$ cat src/rtl/irq_sequencer.sv
`default_nettype none
// +--------------------------------------------------------------------------+
// | Module   : irq_sequencer                                                 |
// | Purpose  : interrupt-entry (mepc/mcause/mstatus save + mtvec redirect)   |
// |            and MRET (mstatus restore + mepc redirect) sequencer          |
// | Revision : 1.0 - initial release                                         |
// +--------------------------------------------------------------------------+
module irq_sequencer #(
    parameter int          XLEN        = 32,
    parameter logic [11:0] CSR_MSTATUS = 12'h300,
    parameter logic [11:0] CSR_MEPC    = 12'h341,
    parameter logic [11:0] CSR_MCAUSE  = 12'h342
) (
    input  logic            clk,
    input  logic            rstn,
    input  logic [3:0]      irq_i,
    input  logic [XLEN-1:0] inst_addr_i,
    input  logic            inst_valid_i,
    input  logic            jump_pending_i,
    input  logic            mret_i,
    input  logic [XLEN-1:0] csr_mstatus_i,
    input  logic [XLEN-1:0] csr_mie_i,
    input  logic [XLEN-1:0] csr_mtvec_i,
    input  logic [XLEN-1:0] csr_mepc_i,
    output logic            hold_o,
    output logic            csr_we_o,
    output logic [11:0]     csr_waddr_o,
    output logic [XLEN-1:0] csr_wdata_o,
    output logic            int_jump_o,
    output logic [XLEN-1:0] int_addr_o
);

    typedef enum logic [2:0] {
        IDLE        = 3'd0,
        SAVE_EPC    = 3'd1,
        SAVE_CAUSE  = 3'd2,
        SAVE_STATUS = 3'd3,
        INT_JUMP    = 3'd4,
        MRET_STATUS = 3'd5,
        MRET_JUMP   = 3'd6
    } state_t;

    state_t          state;
    state_t          state_nxt;
    logic [XLEN-1:0] cause;
    logic [XLEN-1:0] epc;
    logic [XLEN-1:0] mstatus_q;

    logic            mie_glb;
    logic            swi_en;
    logic            timer_en;
    logic            plic_en;
    logic            irq_any;
    logic            mret_acc;
    logic            irq_acc;
    logic [4:0]      cause_code;
    logic [XLEN-1:0] cause_sel;
    logic [XLEN-1:0] status_save;
    logic [XLEN-1:0] status_mret;
    logic            unused_bits;

    assign unused_bits = ^{csr_mie_i[XLEN-1:12], csr_mie_i[10:8], csr_mie_i[6:4],
                           csr_mie_i[2:0], csr_mtvec_i[1:0]};

    assign mie_glb  = csr_mstatus_i[3];
    assign swi_en   = irq_i[0] & mie_glb & csr_mie_i[3];
    assign timer_en = irq_i[1] & mie_glb & csr_mie_i[7];
    assign plic_en  = irq_i[2] & mie_glb & csr_mie_i[11];
    assign irq_any  = irq_i[3] | plic_en | timer_en | swi_en;

    // MRET takes precedence so a pending interrupt is taken after MIE is restored
    assign mret_acc = mret_i & inst_valid_i & ~jump_pending_i;
    assign irq_acc  = irq_any & inst_valid_i & ~jump_pending_i & ~mret_i;

    always_comb begin
        cause_code = 5'd0;
        if (irq_i[3])      cause_code = 5'h10;
        else if (plic_en)  cause_code = 5'h0B;
        else if (timer_en) cause_code = 5'h07;
        else if (swi_en)   cause_code = 5'h03;
        cause_sel           = '0;
        cause_sel[XLEN-1]   = 1'b1;
        cause_sel[4:0]      = cause_code;
    end

    always_comb begin
        status_save    = mstatus_q;
        status_save[7] = mstatus_q[3];
        status_save[3] = 1'b0;
        status_mret    = mstatus_q;
        status_mret[3] = mstatus_q[7];
        status_mret[7] = 1'b1;
    end

    always_ff @(posedge clk) begin
        if (!rstn) begin
            state     <= IDLE;
            cause     <= '0;
            epc       <= '0;
            mstatus_q <= '0;
        end else begin
            state <= state_nxt;
            if (state == IDLE && mret_acc) begin
                mstatus_q <= csr_mstatus_i;
            end else if (state == IDLE && irq_acc) begin
                epc       <= inst_addr_i;
                cause     <= cause_sel;
                mstatus_q <= csr_mstatus_i;
            end
        end
    end

    always_comb begin
        state_nxt   = state;
        hold_o      = 1'b0;
        csr_we_o    = 1'b0;
        csr_waddr_o = 12'h000;
        csr_wdata_o = '0;
        int_jump_o  = 1'b0;
        int_addr_o  = '0;
        // Outputs are gated during reset so an aborted sequence emits nothing
        if (rstn) begin
            case (state)
                IDLE: begin
                    hold_o = mret_acc | irq_acc;
                    if (mret_acc)     state_nxt = MRET_STATUS;
                    else if (irq_acc) state_nxt = SAVE_EPC;
                end
                SAVE_EPC: begin
                    hold_o      = 1'b1;
                    csr_we_o    = 1'b1;
                    csr_waddr_o = CSR_MEPC;
                    csr_wdata_o = epc;
                    state_nxt   = SAVE_CAUSE;
                end
                SAVE_CAUSE: begin
                    hold_o      = 1'b1;
                    csr_we_o    = 1'b1;
                    csr_waddr_o = CSR_MCAUSE;
                    csr_wdata_o = cause;
                    state_nxt   = SAVE_STATUS;
                end
                SAVE_STATUS: begin
                    hold_o      = 1'b1;
                    csr_we_o    = 1'b1;
                    csr_waddr_o = CSR_MSTATUS;
                    csr_wdata_o = status_save;
                    state_nxt   = INT_JUMP;
                end
                INT_JUMP: begin
                    hold_o     = 1'b1;
                    int_jump_o = 1'b1;
                    int_addr_o = {csr_mtvec_i[XLEN-1:2], 2'b00};
                    state_nxt  = IDLE;
                end
                MRET_STATUS: begin
                    hold_o      = 1'b1;
                    csr_we_o    = 1'b1;
                    csr_waddr_o = CSR_MSTATUS;
                    csr_wdata_o = status_mret;
                    state_nxt   = MRET_JUMP;
                end
                MRET_JUMP: begin
                    hold_o     = 1'b1;
                    int_jump_o = 1'b1;
                    int_addr_o = csr_mepc_i;
                    state_nxt  = IDLE;
                end
                default: state_nxt = IDLE;
            endcase
        end
    end

endmodule
`default_nettype wire

$ cat config.mk
export PLATFORM = sky130hd
export DESIGN_NAME = irq_sequencer
export DESIGN_NICKNAME = d
export VERILOG_FILES = /design/src/rtl/irq_sequencer.sv
export SDC_FILE = /design/constraint.sdc
export NUM_CORES = 1
export LEC_CHECK = 0
export CORE_ASPECT_RATIO = 1.75
export CORE_MARGIN = 5
export CORE_UTILIZATION = 33
export CTS_CLUSTER_SIZE = 12
export DETAILED_ROUTE_END_ITERATION = 8
export PLACE_DENSITY = 0.89
export SLEW_MARGIN = 10
export SYNTH_ARGS = -nofsm -noshare
export SYNTH_HDL_FRONTEND = slang
export SYNTH_SLANG_ARGS = --single-unit
$ cat constraint.sdc
create_clock -name clk -period 2.1 [get_ports clk]
set_input_delay 0.42 -clock clk [delete_from_list [all_inputs] [get_ports clk]]
set_output_delay 0.42 -clock clk [all_outputs]
set_load 0.01 [all_outputs]
== After elaboration in Yosys (flattened, before gate mapping) ==
Index checks and enable logic that the tools add are counted.
Word-level totals
  flip-flop bits (word level): 73
  bits in latches: 0
  RAM bits: 0
  ROM bits: 0
  output and inout bits: 79
  logic and storage cells: 59
  memories: 0
Operators by class
  add/sub/neg operators: 0
  multiply operators: 0
  divide/modulo/power cells: 0
  order comparisons: 0
  equal/unequal tests: 7
  shift-type cells: 0
  muxes and demuxes: 21
  bitwise gates (word level): 18
  reductions and logical operators: 9
Operators with widths (number)
  two-way mux 32 bit: 4
  case mux 32 bit (4 select lines): 1
  case mux 32 bit (2 select lines): 1
  case mux 10 bit (3 select lines): 1
  case mux 3 bit (5 select lines): 1
  bitwise AND 1 bit: 11
  two-way mux 10 bit: 1
  equality test 3 bit, second input constant: 3
  two-way mux 3 bit: 3
  equality test 3 x 2 -> 1 bit, second input constant: 2
  OR reduction 6 bit: 1
  two-way mux 1 bit: 5
  two-way mux 5 bit: 1
  two-way mux 4 bit: 1
  bitwise OR 1 bit: 4
  OR reduction 2 bit: 2
  OR reduction 4 bit: 1
  equality test 3 x 1 -> 1 bit, second input constant: 1
  logical NOT 3 bit: 1
  inequality test 3 bit, second input constant: 1
  inverter 1 bit: 3
  logical AND 1 bit: 2
  two-way mux 2 bit: 1
  case mux 1 bit (2 select lines): 1
  other kinds (2): 2

== Depth between registers and ports, before layout ==
Gate-level depths: netlist of the first run.
  depth after elaboration: 11
  mapped depth: 7
  gate-level depth less buffers: 4

== Worst setup path after synthesis of the first run ==
Ideal clock, no wire load.
  path kind: reg-to-output
  start point: register state[2]
  end point: output port csr_wdata_o[11]
  arrival time: 1608 ps
  setup slack: 72 ps
  cell stages (with the launch flop): 8
  path through: dfxtp_1 clkbuf_1 xor2_1 and2_1 clkbuf_1 buf_1 a22oi_1 nor2_1
Between the ends
  cells in the longest elaborated chain, start to end: 3
  elaborated cells on any way between the ends: 6
RTL lines
  from (decl): line 43  | state_t state;
  from (signal assigned): line 102  | state <= state_nxt;
  equality test 3 bit, or another cell as far along: line 123  | case (state)
  case mux 32 bit (4 select lines) *: line 123
  two-way mux 32 bit *: line 122  | if (rstn) begin
  to (decl): line 28  | output logic [XLEN-1:0] csr_wdata_o,
Mark *: on every way between the ends. The rest lies on a longest branch, timed or not.

== Worst setup path after layout of the first run ==
  start point: register state[1]
  end point: output port csr_wdata_o[10]
Same word-level chain as after synthesis.

==> results.yml, run 1 <==
run_status:
  status: "complete, but fails checks"
  violations: "setup timing"
synthesis:
  ys_seq_elements: 72
  synthTopCellsByCount: "dfxtp_1, nand2_1, mux2i_1, nor2_1, a22o_1"
  yosys.area.top_type_share: 0.381
  synth-adder-area-share: 0
  synth_ff_type: "dfxtp_1"
  yosys-top-cells-area: "dfxtp_1, mux2i_1, a22o_1"
  synth_top_family_by_area: "compound AO/OA/AOI/OAI gates"
  syn_area_um2: 3780
  synth_xor_area_frac: 0.00232
  synth.most_common_cell: "dfxtp_1"
  synth_simple_gate_area_share: 0.185
  synth_mux_area_frac: 0.170
  synth_compound_area_frac: 0.190
  synth_edf_count: 0
  postSynthCellCount: 443
  seq_area_frac_synth: 0.381
  synth_top_cell_by_area: "dfxtp_1"
  ys_types: 41
  synthArstFlopShare: 0
  ys_warn_count: 0
  postSynthAreaPerCell_um2: 8.54
placed_design:
  dp_cells: 789
  place_ws_ns: -0.726
  hpwl_um: 11100
  port_buffers: 209
  place.gp.congestion: 0.824
route:
  first_pass_iters: 4
  wl_per_cell_um: 18.8
  avgViaCountPerCell: 5.31
  drc: 0
  drt_wl_total_um: 15700
  vias: 4435
  drt.antenna.violating_nets: 0
  drtIter0Drc: 269
grt:
  grt_pass1_wl_um: 23500
  antenna_found_initial: 0
  grt_start_max_net_pins: 32
  grtUsageTotal: 0.214
  gr-total-overflow: 0
  first_global_vias: 4714
power:
  power.total_mw: 4.12
  switchingPower_mw: 1.02
  leakagePower_nw: 2.97
  pwr-share-comb: 0.236
  switching_share: 0.248
  sequentialPowerShare: 0.358
  clockPowerShare: 0.406
  ir_drop_v: 0.000605
  internal_power_mw: 3.10
  cellPowerDensity_nw_per_um2: 576
floorplan:
  core_um2: 11200
  rows: 51
  die-width_um: 90.9
  ioPinCount: 248
  die_h_um: 152
  dieArea_um2: 13800
  start_util: 0.339
setup_path:
  critPathKind: "reg2out"
  cp_cell_sequence: "buf_12, xor2_4, and2_4, buf_4, buf_6, a22oi_2, nor2_2, buf_2"
  end_kind: "primary output"
  reg2reg_slack_ns: -0.07
  r2r_end: "epc[6]"
  crit_path_top_delay_cell: "dfxtp_4"
  max_stage_delay_ns: 0.38
  startpoint_type: "flip-flop"
  reg2reg_from: "state[1]"
  worstRegToRegCells: 7
  cp.required_ns: 1.68
  cp_max_fo: 6
  cp.arrival_ns: 1.81
final_layout:
  antenna_cells: 0
  instances_no_fill: 836
  syn_to_final_growth_pct: 89.2
  final_core_util: 0.641
  nNetsFinal: 868
  drive_gt1_frac: 0.341
timing:
  skew_ns: 0.00712
  hold_violations: 0
  max_freq_mhz: 449
  tns_ns: -2.26
  period_share: 1.06
  finalMaxSlewViolations: 0
  setup_viol: 54
  fin_ws_ns: -0.126
  fin_crit_ns: 2.23
  rsz0062_at_grt: "true"
clock_network:
  ctsHtreeMaxLevel: 3
  numCtsBuffers: 9
  cts.sinks: 72
  clk_latency_ns: 0.33
  clk_pin_slew_worst_paths_ns: 0.06
  cts_tree: "yes"
  clockBufferDepth: 2
  cts_root_buf: "clkbuf_16"
  postCtsHoldBufs: 0
hold_path:
  min_path_type: "reg2reg"
  min-delay-start: "epc[31]"
  whs_path_depth: 2
  worstHoldEndpoint: "epc[31]"
job:
  maxCapViolations: 0
==> flip-flops by register name, summed over array words and instances (netlist names) <==
name       cells
epc           32
mstatus_q     32
cause          5
state          3
==> worst max-delay path by stage <==
stage / from / endpoint / slack, ns / cells after the start
global placement: csr_mie_i[7] / hold_o / -0.73 / 7
floorplan: state[2] / csr_wdata_o[11] / 0.07 / 7
CTS: csr_mie_i[3] / hold_o / -0.23 / 7
global route: state[1] / csr_wdata_o[12] / -0.19 / 8
detailed placement: csr_mie_i[7] / hold_o / -0.73 / 7
finish: state[1] / csr_wdata_o[10] / -0.13 / 8
==> area by class of cell <==
cell class                      instances  area, um^2
Timing Repair Buffer                  289        2720
Sequential cell                        72        1450
Inverter                                3        11.3
Multi-Input combinational cell        324        2470
Fill cell                             848        4010
Tap cell                              132         165
Clock inverter                          5        78.8
Clock buffer                           11         253
==> power groups by stage <==
stage          clock network, mW  logic (mW)  registers (mW)
6_report                    1.67       0.971            1.48
3_3_place_gp                   0       0.782            1.49
4_1_cts                     1.70       0.885            1.47
5_1_grt                     1.76        1.02            1.48
3_5_place_dp                   0       0.797            1.49
2_1_floorplan                  0       0.339            1.48
==> layout by cell type (no fill, tap or decap), drive strengths merged, types with 2 or more instances in the layout <==
master	netlist	layout
a21boi	3	3
a21oi	9	9
a22o	37	37
a22oi	28	28
and2	3	3
and3	6	6
and4	2	2
buf	25	141
bufinv	0	2
clkbuf	25	16
clkdlybuf4s50	0	129
clkinv	0	3
conb	1	7
dfxtp	72	72
dlygate4sd2	0	8
dlymetal6s2s	0	5
inv	3	3
mux2	2	2
mux2i	62	62
nand2	71	71
nand3	3	3
nor2	63	63
nor2b	3	3
o211a	3	3
o21ai	6	6
or3b	2	2
==> timing repair <==
item	in CTS	in global routing
setup buffers	23	5
setup endpoints to repair	108	104
gates cloned	3	3
resized for setup	339	73
pin swaps	29	23
==> per-layer routing <==
| layer | vias to the layer above | wire (um) | global-route usage |
|---|---|---|---|
| li1 | 2048 | - | - |
| met2 | 241 | 8490 | 0.412 |
| met4 | 0 | 450 | 0.0910 |
| met3 | 31 | 1360 | 0.0642 |
| met1 | 2115 | 5370 | 0.207 |
| met5 | - | 0 | 0 |
==> worst max-delay path: cells and delay by family (launching register included) <==
| family | cells | cell delay [ns] |
|---|---|---|
| compound gates | 1 | 0.05 |
| flops | 1 | 0.38 |
| xor+xnor | 1 | 0.15 |
| buf+inv | 4 | 0.52 |
| simple gates | 2 | 0.36 |
==> per-stage QoR <==
| step | hold slack, ns | instance area (um^2) |
|---|---|---|
| floorplan | 0.432 | 3800 |
| global placement | 0.443 | 6270 |
| detailed placement | 0.448 | 6270 |
| CTS | 0.461 | 6790 |
| global route | 0.495 | 7150 |
| finish | 0.462 | 7150 |
==> cells by family (layout without fill, tap and decap cells) <==
| kind of cell | count (synthesis) | count (layout) |
|---|---|---|
| AOI/OAI and AO/OA | 92 | 92 |
| DFF | 72 | 72 |
| buffers and inverters | 53 | 308 |
| and+or+nand+nor | 160 | 160 |
| muxes | 64 | 64 |
| xor gates and xnor gates | 1 | 1 |
| other | 1 | 7 |
No activity file was read; power rests on OpenSTA's default activity.
==> run 2: changes to the inputs <==
--- a/config.mk
+++ b/config.mk
@@ -11,6 +11,8 @@
 export CTS_CLUSTER_SIZE = 12
 export DETAILED_ROUTE_END_ITERATION = 8
 export PLACE_DENSITY = 0.89
+export RECOVER_POWER = 100
+export SKIP_LAST_GASP = 1
 export SLEW_MARGIN = 10
 export SYNTH_ARGS = -nofsm -noshare
 export SYNTH_HDL_FRONTEND = slang
==> run 2 against run 1 <==
  * The run still ends with setup timing left
  * Combinational power increased by 0.7%
  * First-iteration DRC count decreased by 13%
  * Via count decreased by 0.61%
  * Worst hold slack improved by 0.0060 ns
  * Sequential share of layout area is 0.11 points lower
  * Flip-flop and latch count did not move
  * Register-to-register slack about the same
  * Clock-buffer cell count is the same
  * Power hardly changed
  * Final cell count increased by 0.48%
==> results.yml, run 2 (synthesized netlist as in run 1, its figures left out) <==
final_layout:
  final_area_um2: 7190
  layout_common_cells: "clkdlybuf4s50_1, nand2_1, dfxtp_1"
  final_core_util: 0.644
  drive_gt1_frac: 0.351
  nFillCells: 854
  instances_no_fill: 840
  reg.largest.list: "epc: 32 flops, mstatus_q: 32 flops, cause: 5 flops"
  final_common_cell: "clkdlybuf4s50_1"
  syn_to_final_growth_pct: 90.2
  nNetsFinal: 871
timing:
  finalMaxSlewViolations: 0
  skew_ns: 0.00649
  fin_crit_ns: 2.23
  setup_viol: 61
  whs_ns: 0.468
  rsz0062_at_grt: "true"
  fin_ws_ns: -0.130
  hold_violations: 0
  tns_ns: -2.50
  period_share: 1.06
  max_freq_mhz: 448
hold_path:
  whs_path_depth: 2
  min-delay-start: "epc[2]"
  worstHoldEndpoint: "epc[2]"
  min_path_type: "reg2reg"
setup_path:
  cp.arrival_ns: 1.81
  crit_family: "buffers and inverters"
  crit_top_cell: "buf_12"
  critPathKind: "reg2out"
  reg2reg_from: "state[1]"
  crit_path_top_delay_cell: "dfxtp_4"
  reg2reg_slack_ns: -0.07
  worstRegToRegCells: 7
  cp.required_ns: 1.68
  cp.buffers_inverters: 4
  cp.depth: 8
  end_kind: "primary output"
  cp_cell_sequence: "buf_12, xor2_4, and2_4, buf_12, buf_4, a22oi_2, nor2_1, buf_2"
  r2r_end: "epc[1]"
  max_stage_delay_ns: 0.38
  startpoint_type: "flip-flop"
  cp_max_fo: 8
floorplan:
  dieArea_um2: 13800
  ioPinCount: 248
  die-width_um: 90.9
  core_um2: 11200
  die_h_um: 152
  start_util: 0.339
  rows: 51
power:
  cellPowerDensity_nw_per_um2: 573
  leakagePower_nw: 2.95
  power.total_mw: 4.12
  ir_drop_v: 0.000603
clock_network:
  cts_root_buf: "clkbuf_16"
  clk_pin_slew_worst_paths_ns: 0.06
  ctsHtreeMaxLevel: 3
  clockBufferDepth: 2
  cts.sinks: 72
  cts_tree: "yes"
  postCtsHoldBufs: 0
  numCtsBuffers: 9
  clk_latency_ns: 0.33
grt:
  grt_start_max_net_pins: 32
  antenna_found_initial: 1
  grtUsageTotal: 0.213
  first_global_vias: 4741
  gr-total-overflow: 0
  grt_pass1_wl_um: 23400
route:
  vias: 4408
  wl_per_cell_um: 18.8
  drc: 0
  drt_wl_total_um: 15800
  avgViaCountPerCell: 5.25
  drtIter0Drc: 234
  first_pass_iters: 4
  drt.antenna.violating_nets: 0
run_status:
  violations: "setup timing"
  status: "complete, but fails checks"
placed_design:
  place.gp.congestion: 0.824
  port_buffers: 209
  dp_cells: 789
  hpwl_um: 11100
  placed_area_um2: 6270
  place_ws_ns: -0.726
job:
  maxCapViolations: 0
-- run 2: changes by cell type in the layout (fill, tap and decap cells not counted), moves of 2 or more --
cell / delta
buf_4: +2
buf_6: -5
clkbuf_1: +5
clkbuf_2: +2
nor2_1: -7
nor2_2: +5
nor2_4: +2
-- run 2: where the power goes --
group / internal, mW / switching [mW] / leakage [nW] / total, mW
registers: 1.43 / 0.0506 / 0.587 / 1.48
clock network: 1.10 / 0.564 / 0.165 / 1.67
logic: 0.572 / 0.406 / 2.20 / 0.978
total: 3.10 / 1.02 / 2.95 / 4.12
-- run 2: how the worst max path moves through the flow --
stage / from / to / slack, ns
after floorplan: state[2] / csr_wdata_o[11] / 0.07
after global placement: csr_mie_i[7] / hold_o / -0.73
after detailed placement: csr_mie_i[7] / hold_o / -0.73
after CTS: csr_mie_i[11] / hold_o / -0.26
after global routing: state[1] / csr_wdata_o[12] / -0.20
final: state[1] / csr_wdata_o[17] / -0.13
-- run 2: routing by layer --
layer,vias up,GRT usage,part of all wire
met2,228,0.406,0.55
met3,28,0.0667,0.086
met1,2093,0.207,0.33
met4,0,0.0984,0.030
li1,2059,-,-
met5,-,0,0
-- run 2: what timing repair did --
item	CTS	global route
endpoints found under the setup margin	108	102
pin swaps	12	27
setup buffers	23	10
cloned	3	3
gates resized for setup	308	112
-- run 2: worst register-to-register path: stages, from the launching register on --
cell and delay, ns:
dfxtp_4 0.36, buf_6 0.13, buf_6 0.12, or3b_4 0.39
or4_4 0.47, nor2_8 0.22, buf_12 0.18, mux2i_1 0.22
-- run 2: final cells by class --
type	count	area, um^2	area share
repair buffers	292	2700	0.376
diodes	1	2.50	0.000348
flip-flops and latches	72	1450	0.202
clock buffers	11	253	0.0351
inverters	3	11.3	0.00157
clock inverters	5	78.8	0.0110
well taps	132	165	0.0230
multi-input cells	324	2520	0.351
